===== src/rtl/clb_cfg_pkg.sv =====
// clb_cfg_pkg: shared states, defaults and field offsets for the clb1 configuration loader
package clb_cfg_pkg;

    typedef enum logic [2:0] {IDLE, SYNC, LOAD, PARITY, COMMIT} state_e;

    localparam int DEF_CFG_W = 34;
    localparam int DEF_PRE_W = 8;
    localparam logic [7:0] DEF_PREAMBLE = 8'hA5;
    localparam int DEF_SYNC_MAX = 64;

    localparam int X_LUT_LSB = 0;
    localparam int Y_LUT_LSB = 16;
    localparam int MODE_LSB = 32;

endpackage


===== src/rtl/clb_cfg_shreg.sv =====
// clb_cfg_shreg: left-shifting register with enable, synchronous clear and parity of its contents
module clb_cfg_shreg #(
    parameter int W = 8
) (
    input  logic         clk_i,
    input  logic         rst_i,
    input  logic         clr_i,
    input  logic         en_i,
    input  logic         d_i,
    output logic [W-1:0] q_o,
    output logic         par_o
);

    logic [W-1:0] q_q, q_d;

    // clear wins over shift; new bits enter at the LSB
    always_comb begin
        q_d = clr_i ? '0 : en_i ? {q_q[W-2:0], d_i} : q_q;
    end

    // register with synchronous reset
    always_ff @(posedge clk_i) begin
        if (rst_i) q_q <= '0;
        else       q_q <= q_d;
    end

    assign q_o   = q_q;
    assign par_o = ^q_q;

endmodule


===== src/rtl/clb_cfg_loader.sv =====
// clb_cfg_loader: framed serial bitstream loader committing LUT masks and mode bits to a clb1
module clb_cfg_loader
    import clb_cfg_pkg::*;
#(
    parameter int               CFG_W    = DEF_CFG_W,
    parameter int               PRE_W    = DEF_PRE_W,
    parameter logic [PRE_W-1:0] PREAMBLE = DEF_PREAMBLE,
    parameter int               SYNC_MAX = DEF_SYNC_MAX
) (
    input  logic             K,
    input  logic             RST,
    input  logic             START,
    input  logic             DIN,
    input  logic             DIN_VLD,
    output logic             DIN_RDY,
    output logic [CFG_W-1:0] CFG,
    output logic             CFG_WE,
    output logic             BUSY,
    output logic             DONE,
    output logic             ERR
);

    localparam int BCW = $clog2(CFG_W + 1);
    localparam int SCW = $clog2(SYNC_MAX + 1);

    state_e           state_q, state_d;
    logic [BCW-1:0]   bit_cnt_q, bit_cnt_d;
    logic [SCW-1:0]   sync_cnt_q, sync_cnt_d;
    logic [CFG_W-1:0] cfg_q, cfg_d;
    logic             cfg_we_q, cfg_we_d;
    logic             din_rdy_q, din_rdy_d;
    logic             done_q, done_d;
    logic             err_q, err_d;

    logic             xfer, clr, win_en, sh_en;
    logic [PRE_W-1:0] win_q, win_nxt;
    logic [CFG_W-1:0] shadow_q;
    logic             shadow_par, win_par, unused_w;

    assign xfer    = DIN_VLD && din_rdy_q;
    assign win_nxt = {win_q[PRE_W-2:0], DIN};
    assign unused_w = ^{win_par, win_q[PRE_W-1]};

    clb_cfg_shreg #(.W(PRE_W)) u_win (
        .clk_i (K),
        .rst_i (RST),
        .clr_i (clr),
        .en_i  (win_en),
        .d_i   (DIN),
        .q_o   (win_q),
        .par_o (win_par)
    );

    clb_cfg_shreg #(.W(CFG_W)) u_shadow (
        .clk_i (K),
        .rst_i (RST),
        .clr_i (clr),
        .en_i  (sh_en),
        .d_i   (DIN),
        .q_o   (shadow_q),
        .par_o (shadow_par)
    );

    // next-state logic; the commit registers load while entering COMMIT so CFG and CFG_WE align
    always_comb begin
        state_d    = state_q;
        bit_cnt_d  = bit_cnt_q;
        sync_cnt_d = sync_cnt_q;
        cfg_d      = cfg_q;
        cfg_we_d   = 1'b0;
        done_d     = done_q;
        err_d      = err_q;
        clr        = 1'b0;
        win_en     = 1'b0;
        sh_en      = 1'b0;
        case (state_q)
            IDLE: if (START) begin
                state_d    = SYNC;
                done_d     = 1'b0;
                err_d      = 1'b0;
                clr        = 1'b1;
                bit_cnt_d  = '0;
                sync_cnt_d = '0;
            end
            SYNC: if (xfer) begin
                win_en     = 1'b1;
                sync_cnt_d = (sync_cnt_q == SCW'(SYNC_MAX)) ? sync_cnt_q : sync_cnt_q + SCW'(1);
                if (win_nxt == PREAMBLE) begin
                    state_d   = LOAD;
                    bit_cnt_d = '0;
                end else if (sync_cnt_q >= SCW'(SYNC_MAX - 1)) begin
                    state_d = IDLE;
                    err_d   = 1'b1;
                end
            end
            LOAD: if (xfer) begin
                sh_en     = 1'b1;
                bit_cnt_d = bit_cnt_q + BCW'(1);
                state_d   = (bit_cnt_q == BCW'(CFG_W - 1)) ? PARITY : LOAD;
            end
            PARITY: if (xfer) begin
                if (shadow_par ^ DIN) begin
                    state_d = IDLE;
                    err_d   = 1'b1;
                end else begin
                    state_d  = COMMIT;
                    cfg_d    = shadow_q;
                    cfg_we_d = 1'b1;
                    done_d   = 1'b1;
                end
            end
            COMMIT: state_d = IDLE;
            default: state_d = IDLE;
        endcase
        din_rdy_d = (state_d == SYNC) || (state_d == LOAD) || (state_d == PARITY);
    end

    // state and output registers with synchronous reset
    always_ff @(posedge K) begin
        if (RST) begin
            state_q    <= IDLE;
            bit_cnt_q  <= '0;
            sync_cnt_q <= '0;
            cfg_q      <= '0;
            cfg_we_q   <= 1'b0;
            din_rdy_q  <= 1'b0;
            done_q     <= 1'b0;
            err_q      <= 1'b0;
        end else begin
            state_q    <= state_d;
            bit_cnt_q  <= bit_cnt_d;
            sync_cnt_q <= sync_cnt_d;
            cfg_q      <= cfg_d;
            cfg_we_q   <= cfg_we_d;
            din_rdy_q  <= din_rdy_d;
            done_q     <= done_d;
            err_q      <= err_d;
        end
    end

    assign DIN_RDY = din_rdy_q;
    assign CFG     = cfg_q;
    assign CFG_WE  = cfg_we_q;
    assign BUSY    = (state_q != IDLE);
    assign DONE    = done_q;
    assign ERR     = err_q;

endmodule


===== config.mk =====
export PLATFORM = sky130hd
export DESIGN_NAME = clb_cfg_loader
export DESIGN_NICKNAME = d
export VERILOG_FILES = /design/src/rtl/clb_cfg_pkg.sv /design/src/rtl/clb_cfg_shreg.sv /design/src/rtl/clb_cfg_loader.sv
export SDC_FILE = /design/constraint.sdc
export NUM_CORES = 1
export LEC_CHECK = 0
export ABC_AREA = 1
export CAP_MARGIN = 20
export CORE_MARGIN = 1.5
export CORE_UTILIZATION = 50
export DETAILED_ROUTE_END_ITERATION = 12
export PLACE_DENSITY = 0.71
export SLEW_MARGIN = 10
export SYNTH_ARGS = -nofsm -noshare
export SYNTH_HDL_FRONTEND = slang
export SYNTH_SLANG_ARGS = --single-unit

===== constraint.sdc =====
create_clock -name K -period 3.3 [get_ports K]
set_input_delay 0.66 -clock K [delete_from_list [all_inputs] [get_ports K]]
set_output_delay 0.66 -clock K [all_outputs]
set_load 0.05 [all_outputs]

==> results.toml, run 1 <==
[synthesis]
synthTopCellsByArea = "dfxtp_1 43%, nand2_1 18%, a21oi_1 9.5%"
syn_area_per_cell_sq_um = 6.90
synth_flop_cell = "dfxtp_1"
synth_edf_count = 0
ys_warn_count = 0
synth_top_area_frac = 0.425
async_reset_ff_frac = 0
ys_seq_elements = 95
synth_area_leader_cell = "dfxtp_1"
synth_area_sq_mm = 0.00447
synth_common_cells = "218 x nand2_1, 95 x dfxtp_1, 85 x a21oi_1"
synth_most_common_cell = "nand2_1"
ys_seq_area_frac = 0.425
synth_fp_nets = 657
synth_cells = 648
synthDistinctLibCells = 36

[clocking]
clk_latency_ns = 0.36
ctsResizeCount = 0
post-cts-setup-buffer-count = 0
cts-root-buf = "clkbuf_8"
numCtsBuffers = 9
cts_tree = "yes"
htree_num_levels = 3
cts_hold_buffers = 0
cts_sinks = 95
clk_path_buf_depth = 2
clk_pin_slew_ns = 0.09

[drt]
dr.pass1.iters = 5
drc = 0
routedWlPerCell_um = 12.7
drtAntennaViolNets = 0
dr_total_vias = 4212
drtIter0Drc = 192
wl_um = 10000
vias_per_cell = 5.33

[cells_and_area]
regArea_sq_mm = 0.00190
layout-area-overhead-vs-synth_pct = 14.0
final_layout_size_suffix_gt1_frac = 0.0513
n_antenna_cell = 0
fill_cells = 860
design_area_sq_mm = 0.00510
nets = 687
multi_input_area_sq_mm = 0.00219

[timing]
finalWorstSetupSlack_ns = 0.591
maxSlewHeadroom = 0.568
rsz0062_at_grt = "no"
finalSetupTns_ns = 0
worst_pin_slew_ns = 0.647
skew_ns = 0.0121
period_needed_ns = 2.71
hold_viol = 0
setup_viol = 0
finalCritPeriodShare = 0.821
slew_violations = 0
max_clock_freq_mhz = 369

[placement]
dp_slack_ns = 0.173
gp_congestion = 0.932
io_buffers = 43
placed_area_sq_mm = 0.00493
dp_hpwl_um = 6670

[power_and_ir_drop]
powerDensity_mw_per_mm2 = 433
irDropWorstVdd_uv = 245
leakagePower_uw = 0.00196

[floorplanning]
die_area_sq_mm = 0.00952
pin_count = 44
start_util = 0.515
core_area_sq_mm = 0.00868
num_rows = 34
die_x_um = 97.6
fp.dieH_um = 97.6

[min_path]
hp-class = "reg -> reg"
hold_depth = 2

[grt]
overflow = 0
grt_pass1_wl_um = 17000
grt_pass1_vias = 3887
antenna_found_initial = 0
grt_max_degree = 60
grt_usage = 0.214

[setup_path]
crit_required_ns = 3.54
worst_setup_path_start_kind = "primary input"
critPathKind = "in -> reg"
reg2reg_slack_ns = 1.01
end_kind = "flop"
cp.arrival_ns = 2.94
r2r_cells = 15
cp_max_fo = 36

[status]
outcome = "finished clean"

[job]
maxCapViolations = 0
[state kept, by name (all words and copies together) (netlist names)]
| name | flops |
|---|---|
| CFG | 34 |
| u_shadow.q_o | 34 |
| sync_cnt_q | 7 |
| u_win.q_o | 7 |
| bit_cnt_q | 6 |
| state_q | 3 |
| CFG_WE | 1 |
| DIN_RDY | 1 |
| DONE | 1 |
| ERR | 1 |
[routing by layer]
metal  part of all wire  vias to the layer above  global-route usage
met5                  0                        -                   0
met4              0.023                        0              0.0857
met3              0.039                       21              0.0374
met2               0.48                       87               0.370
met1               0.46                     1922               0.262
li1                   -                     2182                   -
[cell usage in the layout, fill, tap and decap left out, drive strengths merged]
| cell type | n |
|---|---|
| xor2 | 4 |
| a211oi | 2 |
| nand3b | 3 |
| a21oi | 85 |
| or2 | 2 |
| xnor2 | 3 |
| nor3 | 7 |
| buf | 6 |
| and3 | 1 |
| nor2 | 27 |
| nand2 | 220 |
| dfxtp | 95 |
| o21ai | 33 |
| clkinvlp | 2 |
| clkdlybuf4s50 | 43 |
| clkbuf | 11 |
| ha | 4 |
| nor4 | 2 |
| inv | 58 |
| clkinv | 4 |
| nand3 | 28 |
| a31oi | 1 |
| nand4 | 37 |
| o21a | 1 |
| nor3b | 3 |
[worst paths after layout]
path	start	end
setup / recovery	DIN	CFG[23]$_SDFFE_PP0P_
hold / removal	CFG[5]$_SDFFE_PP0P_	CFG[5]$_SDFFE_PP0P_
setup reg to reg	u_shadow.q_o[1]$_SDFFE_PP0P_	CFG[23]$_SDFFE_PP0P_
hold reg to reg	CFG[5]$_SDFFE_PP0P_	CFG[5]$_SDFFE_PP0P_
[power by group]
part / internal (uW) / switching (uW) / leakage, uW
Sequential: 1170 / 20.2 / 0.000766
Clock: 294 / 406 / 0.0000816
Combinational: 93.8 / 227 / 0.00111
Total: 1560 / 653 / 0.00196
[through the flow]
stage / instances / hold slack (ns) / total power, uW / utilization
finish: 790 / 0.465 / 2210 / 0.588
global route: 790 / 0.486 / 2320 / 0.588
CTS: 790 / 0.468 / 2220 / 0.588
detailed placement: 775 / 0.455 / 1540 / 0.568
global placement: 775 / 0.448 / 1530 / 0.568
floorplan: 648 / 0.441 / 1450 / -
[worst max-delay path, stage by stage]
cell	delay, ns
clkdlybuf4s50_1	0.51
or2_1	0.28
nand2_1	0.06
nand2_1	0.04
nand2_1	0.07
inv_1	0.04
nand2_1	0.07
nand2_1	0.05
nand2_1	0.07
nand4_1	0.14
nand2_4	0.28
nand3_4	0.40
nand2_1	0.18
a21oi_1	0.08
[cell families after synthesis]
kind of cell / count (synthesis) / share of synthesized area
AOI/OAI and AO/OA: 122 / 0.139
xor gates and xnor gates: 7 / 0.0137
and+or+nand+nor: 330 / 0.326
buffers and inverters: 90 / 0.0856
adders and majority gates: 4 / 0.0112
DFF: 95 / 0.425
[layout make-up]
| type | count | share of cell area |
|---|---|---|
| clock buffers | 11 | 0.0277 |
| clock inverters | 4 | 0.00638 |
| inverters | 60 | 0.0444 |
| multi-input cells | 463 | 0.429 |
| flip-flops and latches | 95 | 0.373 |
| well taps | 108 | 0.0265 |
| repair buffers | 49 | 0.0932 |
(Power assumes the default switching activity.)
==> run 2, diff against run 1 <==
--- a/config.mk
+++ b/config.mk
@@ -10,7 +10,7 @@
 export CORE_MARGIN = 1.5
 export CORE_UTILIZATION = 50
 export DETAILED_ROUTE_END_ITERATION = 12
-export PLACE_DENSITY = 0.71
+export PLACE_DENSITY = 0.74
 export SLEW_MARGIN = 10
 export SYNTH_ARGS = -nofsm -noshare
 export SYNTH_HDL_FRONTEND = slang
==> constraint.sdc (replaced) <==
create_clock -name K -period 2.4 [get_ports K]
set_input_delay 0.48 -clock K [delete_from_list [all_inputs] [get_ports K]]
set_output_delay 0.48 -clock K [all_outputs]
set_load 0.05 [all_outputs]
==> run 2 against run 1 <==
Clock power rose by 56%. Sequential power rose by 37%. Combinational power rose by 50%. Register-to-register slack got worse by 0.59 ns. First-iteration DRC count rose by 11%. Die area did not move. Wire length rose by 2.2%. Count of clock-buffer cells in the layout rose by 1. Critical endpoint is now BUSY. Global-route usage rose by 0.51 points. Critical path depth fell by 11. Clock skew fell by 0.0042 ns. Cell area rose by 4.3%.
==> results.toml, run 2 (synthesis gave the netlist of run 1 again) <==
[status]
outcome = "finished clean"

[timing]
skew_ns = 0.00787
hold_viol = 0
worst_pin_slew_ns = 0.530
slew_violations = 0
finalSetupTns_ns = 0
finalWorstSetupSlack_ns = 0.159
finalCritPeriodShare = 0.934
rsz0062_at_grt = "no"
setup_viol = 0
period_needed_ns = 2.24
maxSlewHeadroom = 0.646
max_clock_freq_mhz = 446

[drt]
drtIter0Drc = 214
vias_per_cell = 5.31
route.met2.wl_um = 5070
dr.pass1.iters = 5
drt-met1-wl_um = 4560
top_layer_used = "met4"
drc = 0
drtAntennaViolNets = 0
dr_total_vias = 4283
routedWlPerCell_um = 12.7
wl_um = 10200
wl_met3_um = 421

[setup_path]
worst_setup_path_start_kind = "flop"
crit_chain = "nor2_1 > nand2_1 > clkdlybuf4s50_1"
reg2reg_slack_ns = 0.42
critPathKind = "reg -> out"
crit_required_ns = 1.92
end_kind = "output port"
cp.arrival_ns = 1.76
crit_slowest_cell = "clkdlybuf4s50_1"
cp_slowest_stage_delay_ns = 0.82
cp_max_fo = 3

[placement]
placed_area_sq_mm = 0.00511
gp_congestion = 0.837
dp_hpwl_um = 7120
dp_slack_ns = -0.189
io_buffers = 43

[cells_and_area]
multi_input_area_sq_mm = 0.00219
final_layout_size_suffix_gt1_frac = 0.0744
most-common-layout-cells = "218 x nand2_1, 95 x dfxtp_1, 85 x a21oi_1, 51 x inv_1, 43 x clkdlybuf4s50_1"
design_area_sq_mm = 0.00532
regArea_sq_mm = 0.00190
n_antenna_cell = 0
finalCoreUtilization = 0.613
fill_cells = 792
nets = 703
layout-area-overhead-vs-synth_pct = 18.9
final_common_cell = "nand2_1"

[clocking]
clk_latency_ns = 0.36
ctsResizeCount = 0
clk_pin_slew_ns = 0.08
cts_tree = "yes"
numCtsBuffers = 9
htree_num_levels = 3
cts_sinks = 95
cts_hold_buffers = 0
clk_path_buf_depth = 2
cts-root-buf = "clkbuf_8"
post-cts-setup-buffer-count = 0

[grt]
grt_pass1_vias = 3998
grt_pass1_wl_um = 17400
grt_usage = 0.219
grt_max_degree = 60
overflow = 0
antenna_found_initial = 0

[power_and_ir_drop]
powerDensity_mw_per_mm2 = 602
finalPower_uw = 3200
irDropWorstVdd_uv = 426
leakagePower_uw = 0.00208

[job]
maxCapViolations = 0

[floorplanning]
core_area_sq_mm = 0.00868
die_x_um = 97.6
die_area_sq_mm = 0.00952
num_rows = 34
start_util = 0.515
fp.dieH_um = 97.6
pin_count = 44

[min_path]
hp-class = "reg -> reg"
[run 2: cell types whose count changed in the layout (fill, tap and decap cells not counted)]
cell,before,now
buf_4,6,17
clkinv_4,2,1
bufinv_16,0,1
buf_12,0,5
clkbuf_8,10,11
[run 2: layout make-up]
cell class	count	area share
Multi-Input combinational cell	463	0.411
Inverter	60	0.0426
Timing Repair Buffer	65	0.124
Clock buffer	12	0.0292
Clock inverter	4	0.0101
Tap cell	108	0.0254
Sequential cell	95	0.358
[run 2: worst paths after layout]
check,start,endpoint,cells after the start
setup / recovery,state_q[2]$_SDFF_PP0_,BUSY,3
hold reg to reg,DONE$_SDFFE_PP0P_,DONE$_SDFFE_PP0P_,2
hold / removal,DONE$_SDFFE_PP0P_,DONE$_SDFFE_PP0P_,2
setup reg to reg,u_shadow.q_o[13]$_SDFFE_PP0P_,CFG[9]$_SDFFE_PP0P_,18
[run 2: metrics by stage]
| stage | hold slack, ns | std cells |
|---|---|---|
| floorplan | 0.441 | 648 |
| global placement | 0.446 | 791 |
| detailed placement | 0.446 | 791 |
| CTS | 0.462 | 807 |
| global route | 0.481 | 807 |
| finish | 0.462 | 807 |
[run 2: critical path: cells and delay by family, from the launching register on]
kind	cells	cell delay [ns]
and+or+nand+nor	2	0.20
buffers and inverters	1	0.82
DFF	1	0.38
[run 2: layer usage]
metal	track usage	vias up
li1	-	2213
met1	0.267	1971
met2	0.382	82
met3	0.0381	17
met4	0.0835	0
met5	0	-
[run 2: where the power goes]
| group | internal [uW] | switching (uW) | leakage, uW |
|---|---|---|---|
| clock network | 541 | 549 | 0.0000988 |
| registers | 1610 | 25.3 | 0.000766 |
| logic | 163 | 318 | 0.00122 |
| total | 2310 | 892 | 0.00208 |
